===== config.mk =====
export PLATFORM = sky130hd
export DESIGN_NAME = multicycle_controller
export DESIGN_NICKNAME = d
export VERILOG_FILES = /design/src/rtl/multicycle_controller_pkg.sv /design/src/rtl/multicycle_controller_opcode_decoder.sv /design/src/rtl/multicycle_controller.sv
export SDC_FILE = /design/constraint.sdc
export NUM_CORES = 1
export LEC_CHECK = 0
export BUFFER_PORTS_ARGS = -buffer_cell sky130_fd_sc_hd__buf_2
export CAP_MARGIN = 30
export CORE_UTILIZATION = 53
export CTS_CLUSTER_SIZE = 20
export DETAILED_ROUTE_END_ITERATION = 8
export GPL_ROUTABILITY_DRIVEN = 0
export PLACE_DENSITY = 0.89
export SLEW_MARGIN = 20
export SYNTH_ARGS = -nofsm -noshare
export SYNTH_HDL_FRONTEND = slang
export SYNTH_SLANG_ARGS = --single-unit
export TNS_END_PERCENT = 1

===== constraint.sdc =====
create_clock -name clk -period 3.4 [get_ports clk]
set_input_delay 0.68 -clock clk [delete_from_list [all_inputs] [get_ports clk]]
set_output_delay 0.68 -clock clk [all_outputs]
set_load 0.05 [all_outputs]

===== src/rtl/multicycle_controller_pkg.sv =====
// Shared encodings for the multicycle MIPS control FSM: ALU op classes,
// opcodes, state codes and the one-hot instruction-class bit positions.
package multicycle_controller_pkg;

  localparam logic [1:0] ALU_OP_MTYPE = 2'b00;
  localparam logic [1:0] ALU_OP_BTYPE = 2'b01;
  localparam logic [1:0] ALU_OP_RTYPE = 2'b10;

  localparam logic [5:0] OP_RTYPE = 6'b000000;
  localparam logic [5:0] OP_LW    = 6'b100011;
  localparam logic [5:0] OP_SW    = 6'b101011;
  localparam logic [5:0] OP_BEQ   = 6'b000100;
  localparam logic [5:0] OP_ADDI  = 6'b001000;
  localparam logic [5:0] OP_J     = 6'b000010;
  localparam logic [5:0] OP_JAL   = 6'b000011;

  localparam logic [5:0] FUNC_JR = 6'b001000;

  // Bit positions inside the decoder's one-hot instruction-class vector
  localparam int CLS_R    = 0;
  localparam int CLS_JR   = 1;
  localparam int CLS_LW   = 2;
  localparam int CLS_SW   = 3;
  localparam int CLS_BEQ  = 4;
  localparam int CLS_ADDI = 5;
  localparam int CLS_J    = 6;
  localparam int CLS_JAL  = 7;
  localparam int CLS_W    = 8;

  typedef enum logic [3:0] {
    S_RST  = 4'd0,
    S_IF   = 4'd1,
    S_ID   = 4'd2,
    S_ADDR = 4'd3,
    S_MRD  = 4'd4,
    S_WBM  = 4'd5,
    S_MWR  = 4'd6,
    S_EXR  = 4'd7,
    S_WBR  = 4'd8,
    S_EXI  = 4'd9,
    S_WBI  = 4'd10,
    S_BEQ  = 4'd11,
    S_J    = 4'd12,
    S_JAL  = 4'd13,
    S_JR   = 4'd14
  } state_t;

  typedef struct packed {
    logic       pc_write;
    logic       pc_write_cond;
    logic       i_or_d;
    logic       mem_read;
    logic       mem_write;
    logic       ir_write;
    logic [1:0] reg_dst;
    logic [1:0] mem_to_reg;
    logic       reg_write;
    logic       alu_src_a;
    logic [1:0] alu_src_b;
    logic [1:0] pc_src;
    logic [1:0] alu_op;
    logic       illegal_op;
  } ctrl_t;

endpackage


===== src/rtl/multicycle_controller_opcode_decoder.sv =====
// Combinational opcode/func decode into a one-hot instruction class;
// illegal is raised when no supported class matches.
module multicycle_controller_opcode_decoder
  import multicycle_controller_pkg::*;
(
  input  logic [5:0]        opcode,
  input  logic [5:0]        func,
  output logic [CLS_W-1:0]  inst_class,
  output logic              illegal
);

  // jr shares the R-type opcode, so func splits it off from the ALU R-types
  always_comb begin
    inst_class = '0;
    case (opcode)
      OP_RTYPE: begin
        if (func == FUNC_JR) inst_class[CLS_JR] = 1'b1;
        else                 inst_class[CLS_R]  = 1'b1;
      end
      OP_LW:   inst_class[CLS_LW]   = 1'b1;
      OP_SW:   inst_class[CLS_SW]   = 1'b1;
      OP_BEQ:  inst_class[CLS_BEQ]  = 1'b1;
      OP_ADDI: inst_class[CLS_ADDI] = 1'b1;
      OP_J:    inst_class[CLS_J]    = 1'b1;
      OP_JAL:  inst_class[CLS_JAL]  = 1'b1;
      default: inst_class = '0;
    endcase
  end

  assign illegal = ~|inst_class;

endmodule


===== src/rtl/multicycle_controller.sv =====
// Main control FSM of the multicycle MIPS core. Control outputs are registered
// alongside the state, computed for the state being entered.
module multicycle_controller
  import multicycle_controller_pkg::*;
#(
  parameter bit MEM_WAIT_EN = 1'b1
) (
  input  logic       clk,
  input  logic       rst,
  input  logic [5:0] opcode,
  input  logic [5:0] func,
  input  logic       zero,
  input  logic       mem_ready,
  output logic       pc_write,
  output logic       pc_write_cond,
  output logic       i_or_d,
  output logic       mem_read,
  output logic       mem_write,
  output logic       ir_write,
  output logic [1:0] reg_dst,
  output logic [1:0] mem_to_reg,
  output logic       reg_write,
  output logic       alu_src_a,
  output logic [1:0] alu_src_b,
  output logic [1:0] pc_src,
  output logic [1:0] alu_op,
  output logic       illegal_op
);

  state_t             state_q, state_d;
  ctrl_t              ctrl_q, ctrl_d;
  logic [CLS_W-1:0]   inst_class;
  logic               decode_illegal;
  logic               ready;
  logic               if_gate;
  logic               unused_zero;

  // zero only gates the branch in the datapath; the controller never looks at it
  assign unused_zero = zero;
  assign ready       = MEM_WAIT_EN ? mem_ready : 1'b1;

  multicycle_controller_opcode_decoder u_decoder (
    .opcode     (opcode),
    .func       (func),
    .inst_class (inst_class),
    .illegal    (decode_illegal)
  );

  always_ff @(posedge clk or negedge rst) begin
    if (!rst) begin
      state_q <= S_RST;
      ctrl_q  <= '0;
    end else begin
      state_q <= state_d;
      ctrl_q  <= ctrl_d;
    end
  end

  always_comb begin
    state_d = state_q;
    case (state_q)
      S_RST: state_d = S_IF;
      S_IF:  if (ready) state_d = S_ID;
      S_ID: begin
        if (inst_class[CLS_LW] || inst_class[CLS_SW]) state_d = S_ADDR;
        else if (inst_class[CLS_JR])                  state_d = S_JR;
        else if (inst_class[CLS_R])                   state_d = S_EXR;
        else if (inst_class[CLS_BEQ])                 state_d = S_BEQ;
        else if (inst_class[CLS_ADDI])                state_d = S_EXI;
        else if (inst_class[CLS_J])                   state_d = S_J;
        else if (inst_class[CLS_JAL])                 state_d = S_JAL;
        else                                          state_d = S_IF;
      end
      S_ADDR: begin
        if (inst_class[CLS_LW])      state_d = S_MRD;
        else if (inst_class[CLS_SW]) state_d = S_MWR;
        else                         state_d = S_IF;
      end
      S_MRD: if (ready) state_d = S_WBM;
      S_MWR: if (ready) state_d = S_IF;
      S_EXR: state_d = S_WBR;
      S_EXI: state_d = S_WBI;
      S_WBM, S_WBR, S_WBI, S_BEQ, S_J, S_JAL, S_JR: state_d = S_IF;
      default: state_d = S_RST;
    endcase
  end

  // Outputs for the state about to be entered; illegal_op marks the ID->IF bailout
  always_comb begin
    ctrl_d = '0;
    case (state_d)
      S_IF: begin
        ctrl_d.mem_read  = 1'b1;
        ctrl_d.ir_write  = 1'b1;
        ctrl_d.pc_write  = 1'b1;
        ctrl_d.alu_src_b = 2'b01;
        ctrl_d.alu_op    = ALU_OP_MTYPE;
      end
      S_ID: begin
        ctrl_d.alu_src_b = 2'b11;
        ctrl_d.alu_op    = ALU_OP_MTYPE;
      end
      S_ADDR, S_EXI: begin
        ctrl_d.alu_src_a = 1'b1;
        ctrl_d.alu_src_b = 2'b10;
        ctrl_d.alu_op    = ALU_OP_MTYPE;
      end
      S_MRD: begin
        ctrl_d.mem_read = 1'b1;
        ctrl_d.i_or_d   = 1'b1;
      end
      S_WBM: begin
        ctrl_d.reg_write  = 1'b1;
        ctrl_d.mem_to_reg = 2'b01;
      end
      S_MWR: begin
        ctrl_d.mem_write = 1'b1;
        ctrl_d.i_or_d    = 1'b1;
      end
      S_EXR: begin
        ctrl_d.alu_src_a = 1'b1;
        ctrl_d.alu_op    = ALU_OP_RTYPE;
      end
      S_WBR: begin
        ctrl_d.reg_write = 1'b1;
        ctrl_d.reg_dst   = 2'b01;
      end
      S_WBI: ctrl_d.reg_write = 1'b1;
      S_BEQ: begin
        ctrl_d.alu_src_a     = 1'b1;
        ctrl_d.alu_op        = ALU_OP_BTYPE;
        ctrl_d.pc_write_cond = 1'b1;
        ctrl_d.pc_src        = 2'b01;
      end
      S_J: begin
        ctrl_d.pc_write = 1'b1;
        ctrl_d.pc_src   = 2'b10;
      end
      S_JAL: begin
        ctrl_d.pc_write   = 1'b1;
        ctrl_d.pc_src     = 2'b10;
        ctrl_d.reg_write  = 1'b1;
        ctrl_d.reg_dst    = 2'b10;
        ctrl_d.mem_to_reg = 2'b10;
      end
      S_JR: begin
        ctrl_d.pc_write = 1'b1;
        ctrl_d.pc_src   = 2'b11;
      end
      default: ctrl_d = '0;
    endcase
    ctrl_d.illegal_op = (state_q == S_ID) && decode_illegal;
  end

  // The fetch only commits (PC and IR load) in the cycle memory answers
  assign if_gate = (state_q == S_IF) ? ready : 1'b1;

  assign pc_write      = ctrl_q.pc_write & if_gate;
  assign ir_write      = ctrl_q.ir_write & if_gate;
  assign pc_write_cond = ctrl_q.pc_write_cond;
  assign i_or_d        = ctrl_q.i_or_d;
  assign mem_read      = ctrl_q.mem_read;
  assign mem_write     = ctrl_q.mem_write;
  assign reg_dst       = ctrl_q.reg_dst;
  assign mem_to_reg    = ctrl_q.mem_to_reg;
  assign reg_write     = ctrl_q.reg_write;
  assign alu_src_a     = ctrl_q.alu_src_a;
  assign alu_src_b     = ctrl_q.alu_src_b;
  assign pc_src        = ctrl_q.pc_src;
  assign alu_op        = ctrl_q.alu_op;
  assign illegal_op    = ctrl_q.illegal_op;

endmodule


==> flow_metrics.py <==
metrics = {
    "hold_path": {
        "min_path_type": "in2async",
    },
    "setup_path": {
        "timing.rr.start": "state_q[2]$_DFF_PN0_",
        "slowest_delay_ps": 520,
        "critical_path.top_delay_family": "simple AND/OR/NAND/NOR gates",
        "required_ps": 2720,
        "crit_chain": "nor2_1, nand2_1, nor2_1, nor2b_1, buf_2",
        "crit_buf_inv": 1,
        "cp.arrival_ps": 1660,
        "crit_path_frequent_cell": "nor2_1",
        "crit_path_end_kind": "output port",
        "critical_path_class": "reg2out",
        "crit_fanout": 12,
        "start_kind": "register",
        "cp_slowest_cell": "dfrtp_1",
        "setup.worst_path.start": "state_q[2]$_DFF_PN0_",
    },
    "detailed_routing": {
        "drc_errors": 0,
        "vias": 938,
        "wl_met1_um": 845,
        "vias_per_cell": 5.75,
        "totalWireLength_um": 2230,
        "wl_per_cell_um": 13.7,
        "postRouteAntennaNets": 0,
        "wl_met3_um": 143,
        "top_layer_used": "met4",
        "wl_met2_um": 1190,
        "first_pass_iters": 6,
        "first_iter_violations": 34,
    },
    "placed_design": {
        "placed_cells": 159,
        "place_ws_ps": 1070,
        "post_dp_cell_area_mm2": 0.00124,
        "dpl.hpwl_um": 1630,
        "portBuffers": 33,
    },
    "clock_network": {
        "hold_buffers": 0,
        "cts_sinks": 21,
        "clk_path_buf_depth": 2,
        "cts_tree": "yes",
        "cts_setup_buffers": 0,
        "cts_resized": 0,
        "clock_latency_ps": 300,
        "cts-htree-levels": 1,
        "clk_pin_slew_ps": 120,
        "cts_root_buffer": "clkbuf_4",
        "cts_buffers": 3,
    },
    "timing": {
        "setup_viol": 0,
        "finalSetupTns_ps": 0,
        "fin_crit_ps": 2340,
        "fin_ws_ps": 1060,
        "relSlewSlack_pct": 61.7,
        "clock.fmax_mhz": 427,
        "final_max_slew_viol_count": 0,
        "tightest_slew_ps": 571,
        "finalHoldViolCount": 0,
        "rsz0062_at_grt": "no",
        "skew_ps": 9.16,
        "fin_crit_sh_pct": 68.9,
    },
    "power": {
        "p_comb_share_pct": 46.1,
        "cellPowerDensity_mw_per_mm2": 664,
        "clock_power_share_pct": 13.9,
        "p_sw_share_pct": 45.4,
        "peakVddDrop_uv": 595,
        "switchingPower_mw": 0.382,
        "power.leakage_nw": 0.623,
        "p_int_mw": 0.460,
        "pwr-share-seq_pct": 40.0,
    },
    "yosys": {
        "synth_fp_nets": 129,
        "yosysWarnings": 0,
        "synth.cell_area_mm2": 0.00114,
        "yosys-top-cells-area": "dfrtp_1 46%, buf_4 6.6%, nor2b_1 3.9%, nor2_1 3.6%, nand2_1 3.0%",
        "synth_cell_types": 40,
        "yosysTopAreaCell": "dfrtp_1",
        "syn-mean-instance-area_um2": 10.1,
        "synth_cells": 113,
        "ys_ff_latch": 21,
        "ys_seq_area_share_pct": 46.3,
        "synth_top_area_share_pct": 46.3,
    },
    "job": {
        "cap_viol_max_count": 0,
    },
    "final_layout": {
        "drive_gt1_share_pct": 35.3,
        "final_cell_area_mm2": 0.00127,
        "top_register": "state_q",
        "syn_to_final_growth_pct": 11.7,
        "multi_input_area_um2": 505,
        "antenna_cells": 0,
        "n_fill_cell": 158,
        "nets": 153,
        "fin_util_pct": 64.0,
        "regArea_um2": 526,
        "largest_reg_flops": 4,
        "finalNonFillerCells": 163,
    },
    "grt": {
        "first_global_vias": 882,
        "grt_overflow": 0,
        "grt_use_total_pct": 20.9,
        "grt_pass1_wl_um": 3790,
        "grt_max_degree": 22,
        "grt_antenna_before_repair": 0,
    },
    "die": {
        "floorplan.initialDensity_pct": 57.3,
        "die_area_mm2": 0.00233,
        "io_pins": 35,
        "num_rows": 16,
        "die_h_um": 48.3,
        "die_x_um": 48.3,
        "core_area_mm2": 0.00198,
    },
    "status": {
        "status": "finished, final reports clean",
    },
}
through the flow:
stage / hold slack [ps] / power, mW
after floorplan: 384 / 0.659
after global placement: 636 / 0.716
after detailed placement: 654 / 0.726
after CTS: 314 / 0.844
after global routing: 329 / 0.887
final: 297 / 0.842
synthesized netlist by cell type (all sizes together):
cell    count
a211o       1
a211oi      3
a21boi      1
a21oi       1
a221o       1
a32o        1
a41oi       1
and2        1
and3b       2
buf        13
clkbuf      1
dfrtp      21
inv         3
nand2       9
nand2b      2
nand3       3
nand4b      1
nor2       11
nor2b       7
nor3b       4
nor4        2
nor4b       2
o211ai      2
o21ai       7
o21bai      1
o221ai      1
o22ai       1
o31ai       2
or2         4
or3         1
or4         2
or4b        1
layout by cell type, fill, tap and decap left out, types with 2 or more instances in the layout:
master | synthesis | layout
a211oi_1 | 2 | 2
nor2b_1 | 7 | 7
o21ai_1 | 5 | 5
nor3b_1 | 4 | 4
or2_1 | 3 | 3
nand3_1 | 3 | 3
clkbuf_4 | 0 | 3
o31ai_2 | 2 | 2
dfrtp_1 | 21 | 21
nor2_1 | 11 | 11
and3b_1 | 2 | 2
nand2b_1 | 2 | 2
buf_2 | 3 | 33
nor4_1 | 2 | 2
inv_1 | 3 | 3
nand2_1 | 9 | 9
worst paths after layout:
kind                                           end  slack, ps  cells past startpoint
setup reg to reg            alu_src_b[1]$_DFF_PN0_       1280                      5
setup / recovery                          pc_write       1060                      5
min in group clk            alu_src_b[0]$_DFF_PN0_        670                      3
hold / removal                reg_dst[0]$_DFF_PN0_        300                      1
max in group asynchronous  pc_write_cond$_DFF_PN0_       2800                      1
hold reg to reg               reg_dst[0]$_DFF_PN0_        680                      2
metal layers:
metal,GRT usage [%],vias up
met5,0,-
met2,38.7,49
met1,23.0,443
met3,3.14,7
met4,10.3,0
li1,-,439
kinds of logic after synthesis:
kind of cell | synth area share [%]
AOI/OAI and AO/OA | 17.2
buffers and inverters | 9.25
and+or+nand+nor | 27.3
DFF | 46.3
layout make-up:
cell class,count,area share (%)
inverter,3,0.888
multi-input combinational,75,39.8
timing repair buffer,33,13.0
tap,27,2.66
clock buffer,3,1.78
clock inverter,1,0.394
sequential,21,41.4
power by group through the flow:
stage	combinational (mW)	sequential, mW	clock (mW)
3_3_place_gp	0.379	0.337	0
4_1_cts	0.389	0.336	0.119
2_1_floorplan	0.288	0.371	0
3_5_place_dp	0.387	0.340	0
5_1_grt	0.412	0.344	0.131
6_report	0.388	0.337	0.117
(Power assumes the default switching activity.)
